`config.mk`:
```
export PLATFORM = sky130hd
export DESIGN_NAME = bit_clmul_unit
export DESIGN_NICKNAME = d
export VERILOG_FILES = /design/src/rtl/bit_pkg.sv /design/src/rtl/bit_clmul_step.sv /design/src/rtl/bit_clmul_unit.sv
export SDC_FILE = /design/constraint.sdc
export NUM_CORES = 1
export LEC_CHECK = 0
export CAP_MARGIN = 10
export CORE_MARGIN = 10
export CORE_UTILIZATION = 35
export DETAILED_ROUTE_END_ITERATION = 7
export GPL_TIMING_DRIVEN = 0
export PLACE_DENSITY = 0.57
export SYNTH_ARGS = -nofsm -noshare
export SYNTH_HDL_FRONTEND = slang
export SYNTH_SLANG_ARGS = --single-unit
export TNS_END_PERCENT = 50
```
`constraint.sdc`:
```
create_clock -name clock -period 1.9 [get_ports clock]
set_clock_uncertainty 0.2 [all_clocks]
set_input_delay 0.38 -clock clock [delete_from_list [all_inputs] [get_ports clock]]
set_output_delay 0.38 -clock clock [all_outputs]
set_load 0.02 [all_outputs]
```
`src/rtl/bit_pkg.sv`:
```
// ----------------------------------------------------------------------------
// bit_pkg
// Shared definitions for the iterative carry-less multiply unit (Zbc).
//   - op encodings for clmul / clmulh / clmulr (op 3 is reserved, result 0)
//   - FSM state type shared by the unit and anything observing its debug port
//   - helper computing the iteration count N = XLEN / BITS_PER_CYCLE
// ----------------------------------------------------------------------------
package bit_pkg;

  localparam logic [1:0] BIT_CLMUL  = 2'd0;
  localparam logic [1:0] BIT_CLMULH = 2'd1;
  localparam logic [1:0] BIT_CLMULR = 2'd2;

  typedef enum logic [1:0] {
    IDLE = 2'd0,
    BUSY = 2'd1,
    DONE = 2'd2
  } bit_state_e;

  // Number of BUSY iterations needed to consume the whole multiplier.
  function automatic int bit_clmul_iters(input int xlen, input int bits_per_cycle);
    return xlen / bits_per_cycle;
  endfunction

endpackage

```
`src/rtl/bit_clmul_step.sv`:
```
// ----------------------------------------------------------------------------
// bit_clmul_step
// One combinational iteration of the carry-less multiply: for every bit j of
// the current multiplier slice that is set, XOR (rs1_shifted << j) into the
// accumulator. No carries anywhere; all widths are 2*XLEN.
//
// Ports:
//   acc_i   [2*XLEN-1:0]      accumulator before this iteration
//   rs1_i   [2*XLEN-1:0]      multiplicand, already aligned for this slice
//   bits_i  [BITS_PER_CYCLE-1:0] low multiplier bits for this slice
//   acc_o   [2*XLEN-1:0]      accumulator after this iteration
// ----------------------------------------------------------------------------
module bit_clmul_step #(
  parameter int XLEN           = 32,
  parameter int BITS_PER_CYCLE = 4
) (
  input  logic [2*XLEN-1:0]         acc_i,
  input  logic [2*XLEN-1:0]         rs1_i,
  input  logic [BITS_PER_CYCLE-1:0] bits_i,
  output logic [2*XLEN-1:0]         acc_o
);

  logic [2*XLEN-1:0] acc;

  always_comb begin
    acc = acc_i;
    for (int j = 0; j < BITS_PER_CYCLE; j++) begin
      if (bits_i[j]) begin
        acc = acc ^ (rs1_i << j);
      end
    end
  end

  assign acc_o = acc;

endmodule

```
`src/rtl/bit_clmul_unit.sv`:
```
// ----------------------------------------------------------------------------
// bit_clmul_unit
// Iterative carry-less multiplier for clmul / clmulh / clmulr, consuming
// BITS_PER_CYCLE multiplier bits per clock. Sits beside the single-cycle
// bit-manipulation functions in the execute stage.
//
// Handshake: a request is accepted on a rising edge where bit_valid and
// bit_ready are both high; bit_ready is high only in IDLE, and requests
// presented while it is low are dropped (no queuing). Completion is a single
// cycle bit_result_valid pulse; bit_result holds until the next completion.
//
// Ports:
//   clock, reset        rising-edge clock, synchronous active-high reset
//   bit_valid / ready   request handshake
//   bit_op              0=clmul 1=clmulh 2=clmulr 3=reserved (result 0)
//   bit_rs1 / bit_rs2   multiplicand / multiplier
//   bit_flush           abandon the operation in flight (BUSY or DONE)
//   bit_result          registered result
//   bit_result_valid    one-cycle completion pulse
//   bit_state_dbg       current FSM state, for observation only
//
// Optional feature: define BIT_CLMUL_EARLY_EN to finish as soon as the
// remaining multiplier bits are all zero instead of always running N steps.
// ----------------------------------------------------------------------------
module bit_clmul_unit
  import bit_pkg::*;
#(
  parameter int XLEN           = 32,
  parameter int BITS_PER_CYCLE = 4
) (
  input  logic             clock,
  input  logic             reset,
  input  logic             bit_valid,
  output logic             bit_ready,
  input  logic [1:0]       bit_op,
  input  logic [XLEN-1:0]  bit_rs1,
  input  logic [XLEN-1:0]  bit_rs2,
  input  logic             bit_flush,
  output logic [XLEN-1:0]  bit_result,
  output logic             bit_result_valid,
  output bit_state_e       bit_state_dbg
);

  localparam int N     = bit_clmul_iters(XLEN, BITS_PER_CYCLE);
  localparam int CNT_W = (N > 1) ? $clog2(N) : 1;

  bit_state_e          state_q, state_d;
  logic [2*XLEN-1:0]   acc_q, acc_d;
  logic [2*XLEN-1:0]   rs1_q, rs1_d;
  logic [XLEN-1:0]     rs2_q, rs2_d;
  logic [1:0]          op_q, op_d;
  logic [CNT_W-1:0]    cnt_q, cnt_d;
  logic [XLEN-1:0]     result_q, result_d;

  logic [2*XLEN-1:0]   step_acc;
  logic [XLEN-1:0]     rs2_next;
  logic [XLEN-1:0]     sel_result;
  logic                last_step;

  bit_clmul_step #(
    .XLEN           (XLEN),
    .BITS_PER_CYCLE (BITS_PER_CYCLE)
  ) u_step (
    .acc_i  (acc_q),
    .rs1_i  (rs1_q),
    .bits_i (rs2_q[BITS_PER_CYCLE-1:0]),
    .acc_o  (step_acc)
  );

  assign rs2_next = rs2_q >> BITS_PER_CYCLE;

`ifdef BIT_CLMUL_EARLY_EN
  // Once no multiplier bits remain, further steps cannot change the product.
  assign last_step = (cnt_q == CNT_W'(N - 1)) || (rs2_next == '0);
`else
  assign last_step = (cnt_q == CNT_W'(N - 1));
`endif

  // Result selection from the product produced by the final step.
  always_comb begin
    sel_result = '0;
    case (op_q)
      BIT_CLMUL:  sel_result = step_acc[XLEN-1:0];
      BIT_CLMULH: sel_result = step_acc[2*XLEN-1:XLEN];
      BIT_CLMULR: sel_result = step_acc[2*XLEN-2:XLEN-1];
      default:    sel_result = '0;
    endcase
  end

  always_comb begin
    state_d  = state_q;
    acc_d    = acc_q;
    rs1_d    = rs1_q;
    rs2_d    = rs2_q;
    op_d     = op_q;
    cnt_d    = cnt_q;
    result_d = result_q;
    case (state_q)
      IDLE: begin
        // Flush is meaningless here and must not block an accept.
        if (bit_valid) begin
          state_d = BUSY;
          acc_d   = '0;
          rs1_d   = {{XLEN{1'b0}}, bit_rs1};
          rs2_d   = bit_rs2;
          op_d    = bit_op;
          cnt_d   = '0;
        end
      end
      BUSY: begin
        acc_d = step_acc;
        rs1_d = rs1_q << BITS_PER_CYCLE;
        rs2_d = rs2_next;
        cnt_d = cnt_q + CNT_W'(1);
        if (bit_flush) begin
          state_d = IDLE;
        end else if (last_step) begin
          state_d  = DONE;
          result_d = sel_result;
        end
      end
      DONE: begin
        state_d = IDLE;
      end
      default: begin
        state_d = IDLE;
      end
    endcase
  end

  always_ff @(posedge clock) begin
    if (reset) begin
      state_q  <= IDLE;
      acc_q    <= '0;
      rs1_q    <= '0;
      rs2_q    <= '0;
      op_q     <= '0;
      cnt_q    <= '0;
      result_q <= '0;
    end else begin
      state_q  <= state_d;
      acc_q    <= acc_d;
      rs1_q    <= rs1_d;
      rs2_q    <= rs2_d;
      op_q     <= op_d;
      cnt_q    <= cnt_d;
      result_q <= result_d;
    end
  end

  assign bit_ready        = (state_q == IDLE);
  // A flush (or reset) during DONE suppresses the pulse in that same cycle.
  assign bit_result_valid = (state_q == DONE) && !bit_flush && !reset;
  assign bit_result       = result_q;
  assign bit_state_dbg    = state_q;

endmodule

```
Yosys cells after proc, flatten, opt, wreduce, memory -nomap -nowiden
Cells that the tools add are included.
{"block": "op_classes", "bitwise_logic": 5, "reduce_logical": 11, "addsub": 1, "muxes": 17, "n_eq_ne": 7}
{"operator": "64-bit two-way mux", "n": 6}
{"operator": "64-bit one-hot mux with 2 select lines", "n": 2}
{"operator": "64-bit bitwise XOR", "n": 4}
{"operator": "32-bit one-hot mux with 3 select lines", "n": 1}
{"operator": "32-bit one-hot mux with 2 select lines", "n": 1}
{"operator": "32-bit two-way mux", "n": 1}
{"operator": "2-bit two-way mux", "n": 3}
{"operator": "3-bit one-hot mux with 2 select lines", "n": 1}
{"operator": "2-bit AND reduction", "n": 3}
{"operator": "2-bit by 1-bit equality test with 1-bit output, second input constant", "n": 2}
{"operator": "2-bit equality test, second input constant", "n": 2}
{"operator": "2-bit logical NOT", "n": 2}
{"operator": "2-bit one-hot mux with 2 select lines", "n": 1}
{"operator": "3-bit by 1-bit adder with 3-bit output, second input constant", "n": 1}
{"operator": "3-bit equality test, second input constant", "n": 1}
{"operator": "3-bit two-way mux", "n": 1}
{"operator": "3-bit != test, second input constant", "n": 1}
{"operator": "3-bit AND reduction", "n": 1}
{"operator": "1-bit logical AND", "n": 2}
{"operator": "1-bit logical NOT", "n": 2}
{"operator": "2-bit != test, second input constant", "n": 1}
{"operator": "2-bit nonzero test", "n": 1}
{"operator": "1-bit NOT", "n": 1}
{"block": "totals", "ff_bits": 199, "out_inout_bits": 36}

Longest topological paths before layout
Gate-level depths: netlist of the first run.
{"block": "logic_depth", "ltp_word": 9, "depth_mapped": 10, "depth_no_buf": 7}

Hierarchy
A second synthesis of the first run with hierarchy kept.
{"block": "unflattened", "hier_cells": 1278, "hier_area_um2": 11693.7}
{"module": "bit_clmul_unit", "cells_per_inst": 811, "area_per_inst_um2": 8042.7, "instances": 1, "seq_area_each_um2": 3983.8}
{"module": "bit_clmul_step", "cells_per_inst": 467, "area_per_inst_um2": 3651.0, "instances": 1, "seq_area_each_um2": 0.0}

Worst setup path after synthesis of the first run
No wires, ideal clock.
{"block": "synth_timing", "path_type": "register -> register", "from": "reg state_q[0] (netlist: bit_state_dbg[0])", "to": "reg result_q[4] (netlist: bit_result[4])", "required_ns": 1.561, "setup_slack_ns": -0.219, "arrival_ns": 1.780, "stages_incl_launch_ff": 8, "path_cell_list": "dfxtp_1 > nand2b_1 > clkbuf_1 > nor3b_2 > buf_2 > o21ai_0 > a2111oi_0 > a211oi_1"}
{"block": "synth_between", "elab_chain_cells": 2}
{"item": "start: declaration", "line": "bit_clmul_unit.sv:47", "rtl": "bit_state_e state_q, state_d;"}
{"item": "start signal: assignment", "line": "bit_clmul_unit.sv:141", "rtl": "state_q <= state_d;"}
{"item": "2-bit by 1-bit equality test with 1-bit output", "line": "bit_clmul_unit.sv:98", "rtl": "case (state_q)"}
{"item": "3-bit AND reduction (no line)"}
{"item": "end signal: assignment", "line": "bit_clmul_unit.sv:147", "rtl": "result_q <= result_d;"}
{"item": "end: declaration", "line": "bit_clmul_unit.sv:53", "rtl": "logic [XLEN-1:0] result_q, result_d;"}
No other way between the ends.
A chain may end at the register's enable or synchronous reset.

Final worst setup path of the first run
{"block": "layout_timing", "from": "reg rs2_q[2]", "to": "reg result_q[8] (netlist: bit_result[8])"}
{"block": "layout_between", "elab_chain_cells": 4}
{"item": "start: declaration", "line": "bit_clmul_unit.sv:50", "rtl": "logic [XLEN-1:0] rs2_q, rs2_d;"}
{"item": "start signal: assignment", "line": "bit_clmul_unit.sv:144", "rtl": "rs2_q <= rs2_d;"}
{"item": "64-bit two-way mux *", "line": "bit_clmul_step.sv:28", "rtl": "if (bits_i[j]) begin"}
{"item": "64-bit bitwise XOR", "line": "bit_clmul_step.sv:29", "rtl": "acc = acc ^ (rs1_i << j);"}
{"item": "64-bit two-way mux *", "line": "bit_clmul_step.sv:28"}
{"item": "32-bit one-hot mux with 3 select lines *", "line": "bit_clmul_unit.sv:82", "rtl": "case (op_q)"}
Mark *: on every way between the ends. The rest lies on a longest branch, timed or not.

==> results_dict.tcl, run 1 <==
set metrics [dict create \
    overflow 0 \
    fin_ws_ns -0.482 \
    p_per_area_nw_per_um2 581 \
    synth_edf_count 0 \
    ios 106 \
    areaGrowthSynthToFinish_pct 48.5 \
    via_count 16675 \
    path_cells "buf_12 -> buf_6 -> buf_12 -> buf_12 -> nand2_8 -> xnor2_4 -> xnor2_2 -> xnor2_2 -> o22ai_1 -> o31a_1" \
    critPathRequiredTime_ns 2.07 \
    crit_family "XOR/XNOR gates" \
    cp.arrival_ns 2.55 \
    synth.top_cell.area_share_pct 27.4 \
    cp_max_fo 6 \
    nets 2270 \
    synth_area_per_cell_um2 7.59 \
    multi_input_area_um2 12100 \
    rsz0062_at_grt "yes" \
    met3_usage_pct 6.35 \
    violations "negative setup slack" \
    first_pass_iters 6 \
    antenna_cells 0 \
    yosys.cell_count.top_type "nand2_1" \
    drt_iter0_markers 2103 \
    ys_async_sr_fraction_pct 0 \
    place_area_um2 16500 \
    min_period_ns 2.38 \
    die_x_um 224 \
    slew_headroom_pct 24.4 \
    irDropWorstVdd_v 0.000748 \
    cts_made_buffers 17 \
    remaining_drc_errors 0 \
    yosysTopAreaCell "dfxtp_1" \
    synth.top_cells.by_count "393 x nand2_1, 291 x nor2_1, 199 x dfxtp_1, 114 x xnor2_1, 94 x clkbuf_1" \
    fmax_mhz 420 \
    slew_violations 0 \
    yosysSeqAreaShare_pct 27.4 \
    rrSetupSlack_ns -0.48 \
    initial_core_util_pct 35.5 \
    setup_tns_ns -32.92 \
    critPathLaunchType "flip-flop" \
    fin_hold_ws_ns 0.185 \
    hold_viol_final 0 \
    worst_pin_slew_ns 1.13 \
    synth_area_leaders "dfxtp_1 27%, nand2_1 10%, nor2_1 7.5%" \
    ys_seq_elements 199 \
    place_congestion 0.959 \
    grt_busiest_layer "met2" \
    period_share_pct 125 \
    seq_area_um2 4010 \
    hp-class "input pin to flip-flop" \
    wirelength_mm 73.0 \
    path_class "flip-flop to flip-flop" \
    total_leakage_power_nw 8.84 \
    cts_buffer_depth 2 \
    antenna_found_initial 1 \
    use_met2_pct 42.1 \
    syn_nets 1990 \
    cp-end-kind "flip-flop" \
    rows 74 \
    cts-root-buf "clkbuf_16" \
    dp_hpwl_mm 46.3 \
    finalSetupViolCount 145 \
    grt_max_degree 21 \
    cts_tree "built" \
    port_buffers 104 \
    grt_pass1_wl_mm 102 \
    path_clk_slew_ns 0.09 \
    drive_gt1_share_pct 31.6 \
    first_global_vias 15678 \
    clk_latency_ns 0.48 \
    drtAntennaViolNets 0 \
    crit_top_cell "buf_12" \
    max_stage_delay_ns 0.47 \
    synth_ff_type "dfxtp_1" \
    via_per_inst 6.08 \
    coreArea_um2 41000 \
    grt_use_total_pct 27.4 \
    wl_per_cell_um 26.6 \
    fillers 3764 \
    slowest_stage "dfxtp_4" \
    cap_violations 0 \
    hold_buffers 0 \
    die_h_um 224 \
    die-area_um2 50200 \
    use_met1_pct 34.6 \
    yosys_warnings 0 \
    outcome "finished with violations" \
    synth_cell_types 77 \
    htree_levels 4 \
    synth_cells 1918 \
    clock_sinks 199 \
    syn_area_um2 14600 \
    cp_num_buf_inv 4 \
    fin_area_um2 21600 \
]
path summary, 6_finish.rpt:
kind	startpoint	end	cells after the start
min	reset	bit_result[1]	4
max	rs2_q[2]	bit_result[8]	10
max reg2reg	rs2_q[2]	bit_result[8]	10
min reg2reg	rs2_q[5]	rs2_q[1]	2
final cells by class:
| type | count | area share, % |
|---|---|---|
| multi-input cells | 1565 | 55.9 |
| flip-flops and latches | 199 | 18.6 |
| repair buffers | 269 | 13.2 |
| plain buffers | 143 | 6.32 |
| well taps | 532 | 3.08 |
| clock buffers | 17 | 1.97 |
| clock inverters | 15 | 0.955 |
| inverters | 3 | 0.0521 |
timing repair:
item	in CTS	in global routing
gates resized for setup	438	307
buffers inserted	101	57
setup endpoints to repair	234	229
gates cloned	9	3
pin swaps	136	178
kinds of logic after synthesis:
group | count (synthesis) | synth area share (%)
xor gates and xnor gates | 252 | 19.8
muxes | 14 | 0.971
and+or+nand+nor | 884 | 26.3
adders and majority gates | 2 | 0.172
buffers and inverters | 154 | 5.34
DFF | 199 | 27.4
AOI/OAI and AO/OA | 413 | 20.1
cells in the final DEF, fill, tap and decap left out, types with 41 or more instances in the layout:
cell / synthesis / final
a21oi_1: 60 / 51
a22oi_1: 86 / 81
a311oi_1: 74 / 68
buf_12: 1 / 41
buf_4: 8 / 111
clkdlybuf4s50_1: 0 / 89
dfxtp_1: 199 / 183
nand2_1: 393 / 292
nand2_2: 5 / 54
nand3_1: 45 / 41
nor2_1: 291 / 283
xnor2_2: 7 / 72
xor2_1: 86 / 49
per-stage QoR:
| stage | setup slack, ns | std cells | util, % | total power, mW |
|---|---|---|---|---|
| 2_1_floorplan | -0.0984 | 1918 | - | 6.05 |
| 3_3_place_gp | -1.65 | 2554 | 40.3 | 7.12 |
| 3_5_place_dp | -1.58 | 2554 | 40.3 | 7.15 |
| 4_1_cts | -0.438 | 2692 | 48.4 | 12.0 |
| 5_1_grt | -0.486 | 2743 | 52.7 | 12.8 |
| 6_report | -0.482 | 2743 | 52.7 | 12.6 |
metal layers:
metal	part of all wire, %	vias up
li1	-	7249
met1	38	8130
met2	44	1030
met3	11	264
met4	6.7	2
met5	0.018	-
state kept, by name (all words and copies together), names as in the netlist:
register and cells:
rs1_q 64, rs2_q 32, bit_state_dbg 2, bit_result 32
cnt_q 3, acc_q 64, op_q 2
where the power goes:
part / switching, mW / internal (mW) / total (mW)
clock network: 2.10 / 2.03 / 4.13
logic: 2.17 / 1.68 / 3.84
registers: 0.277 / 4.32 / 4.60
worst min-delay path: cells and delay by family:
kind	cells	cell delay, ns
AOI/OAI and AO/OA	3	0.20
buffers and inverters	1	0.24
Note: power is estimated with default switching activity, not from simulation.
==> run 2, diff against run 1 <==
- ABC_AREA: default -> 1
- ABC_CLOCK_PERIOD_IN_PS: default -> 1900
- PLACE_DENSITY: 0.57 -> 0.58
==> run 2 against run 1 <==
The flow still finishes with violations (negative setup slack). Synthesized cell count grew 10%. Largest power group unchanged. First-iteration DRC count shrank 45%. Highest routed layer is now met4. Design area is 22% lower. Maximum frequency up 19%.
==> results_dict.tcl, run 2 <==
set metrics [dict create \
    outcome "finished with violations" \
    violations "negative setup slack" \
    grt_use_total_pct 20.5 \
    port_buffers 104 \
    yosys_warnings 0 \
    yosysTopAreaCell "dfxtp_1" \
    critPathRequiredTime_ns 1.32 \
    yosys.cell_count.top_type "nand2_1" \
    p_per_area_nw_per_um2 658 \
    cap_violations 0 \
    cp_max_fo 4 \
    yosysSeqAreaShare_pct 31.4 \
    reg2reg_to "bit_result[11]" \
    cts_buffer_depth 2 \
    layout_commonest_cell "nand2_1" \
    cp.arrival_ns 1.43 \
    initial_core_util_pct 35.6 \
    drive_gt1_share_pct 19.5 \
    fillers 3620 \
    via_count 14632 \
    syn_area_um2 12700 \
    wirelength_mm 47.9 \
    antenna_cells 0 \
    r2r_cells 12 \
    cts-root-buf "clkbuf_16" \
    synth_cell_types 22 \
    clock_sinks 199 \
    ios 106 \
    critPathLaunchType "flip-flop" \
    cts_tree "built" \
    first_pass_iters 5 \
    die_x_um 210 \
    wl_per_cell_um 17.5 \
    remaining_drc_errors 0 \
    areaGrowthSynthToFinish_pct 33.5 \
    coreArea_um2 35700 \
    synth_area_leaders "dfxtp_1 31%, nand2_1 26%, nand3_1 15%" \
    place_area_um2 14300 \
    die-area_um2 44300 \
    hp-class "input pin to flip-flop" \
    worst_pin_slew_ns 1.12 \
    min_period_ns 2.01 \
    irDropWorstVdd_v 0.000697 \
    period_share_pct 106 \
    cp-end-kind "primary output" \
    reg_top3 "acc_q x64, rs1_q x64" \
    path_cells "nor4_4 -> buf_4" \
    place_congestion 0.884 \
    synth.top_cells.by_count "891 x nand2_1, 371 x nand3_1, 199 x dfxtp_1, 164 x inv_1, 140 x a21oi_1" \
    finalSetupViolCount 29 \
    ys_seq_elements 199 \
    rr_startpoint "rs2_q[1]" \
    fin_area_um2 16900 \
    total_leakage_power_nw 7.41 \
    hold_path_end "bit_state_dbg[0]" \
    cts_made_buffers 17 \
    final_cell_mix "771 x nand2_1, 258 x nand3_1, 193 x dfxtp_1" \
    rows 69 \
    fin_ws_ns -0.110 \
    slowest_stage "nor4_4" \
    hold_start "bit_flush" \
    max_stage_delay_ns 0.38 \
    hold_viol_final 0 \
    synth_cells 2110 \
    fmax_mhz 498 \
    slew_headroom_pct 25.7 \
    dp_hpwl_mm 33.0 \
    grt_pass1_wl_mm 72.5 \
    path_class "flip-flop to primary output" \
    antenna_found_initial 1 \
    slew_violations 0 \
    nets 2333 \
    die_h_um 210 \
    drt_iter0_markers 1150 \
    rsz0062_at_grt "yes" \
    synth.top_cell.area_share_pct 31.4 \
    path_clk_slew_ns 0.08 \
    via_per_inst 5.35 \
    synth_area_per_cell_um2 6.01 \
    rrSetupSlack_ns -0.09 \
    grt_max_degree 18 \
    first_global_vias 13579 \
    dp_worst_setup_slack_ns -0.800 \
    clk_latency_ns 0.47 \
    syn_nets 2182 \
    fin_hold_ws_ns 0.171 \
    drtAntennaViolNets 0 \
    synth_edf_count 0 \
    hold_depth 4 \
    ys_async_sr_fraction_pct 0 \
    htree_levels 4 \
    overflow 0 \
    synth_ff_type "dfxtp_1" \
]
-- run 2: repair_timing --
| action | CTS | global route |
|---|---|---|
| endpoints found under the setup margin | 232 | 191 |
| buffers inserted | 10 | 11 |
| gates resized for setup | 145 | 367 |
| hold endpoints to repair | 0 | 0 |
| gates cloned | 0 | 8 |
| pin swaps | 5 | 76 |
| hold buffers | 0 | 0 |
-- run 2: worst max path at each step --
stage | from | endpoint | slack [ns] | cells after the start
after floorplan | bit_state_dbg[0] | rs1_q[2] | -0.006 | 8
after global placement | reset | bit_result_valid | -0.83 | 4
after detailed placement | reset | bit_result_valid | -0.80 | 4
after CTS | bit_state_dbg[1] | bit_result_valid | -0.22 | 3
after global routing | bit_state_dbg[0] | bit_result_valid | -0.16 | 2
final | bit_state_dbg[0] | bit_result_valid | -0.11 | 2
-- run 2: critical path, delay by kind of cell (launching register included) --
family | cells | cell delay (ns)
AND/OR/NAND/NOR | 1 | 0.38
flip-flops | 1 | 0.37
buffers and inverters | 1 | 0.21
-- run 2: report_power, final --
part           total, mW  leakage (nW)  internal [mW]  switching, mW
clock network       3.98         0.293           2.12           1.85
logic               2.57          5.49          0.982           1.59
registers           4.60          1.62           4.34          0.261
-- run 2: cell type report --
type | count | area (um2) | share of cell area [%]
timing repair buffer | 133 | 1400 | 8.27
multi-input combinational | 1628 | 8800 | 51.9
tap | 461 | 577 | 3.40
buffer | 117 | 930 | 5.49
clock inverter | 14 | 171 | 1.01
sequential | 199 | 4000 | 23.6
clock buffer | 18 | 439 | 2.59
inverter | 165 | 626 | 3.69
-- run 2: metal layers --
layer | share of wire [%] | global-route usage, %
met3 | 5.6 | 2.88
met5 | 0 | 0
met4 | 3.4 | 8.34
met1 | 44 | 26.2
met2 | 47 | 33.9
-- run 2: metrics by stage --
stage / cells / util [%] / total power, mW / TNS (ns)
after detailed placement: 2675 / 40.1 / 6.64 / -100.67
after CTS: 2716 / 42.9 / 10.7 / -3.52
after global placement: 2675 / 40.1 / 6.61 / -93.10
final: 2735 / 47.5 / 11.2 / -0.915
after floorplan: 2110 / - / 5.81 / -0.239
after global routing: 2735 / 47.5 / 11.6 / -3.87
-- run 2: logic make-up (layout without fill, tap and decap cells) --
logic type	count (synthesis)	in the layout	synth area share, %
and+or+nand+nor	1271	1271	41.3
buffers and inverters	283	447	9.56
AOI/OAI and AO/OA	257	257	10.7
DFF	199	199	31.4
xor gates and xnor gates	98	98	6.76
adders and majority gates	2	2	0.197
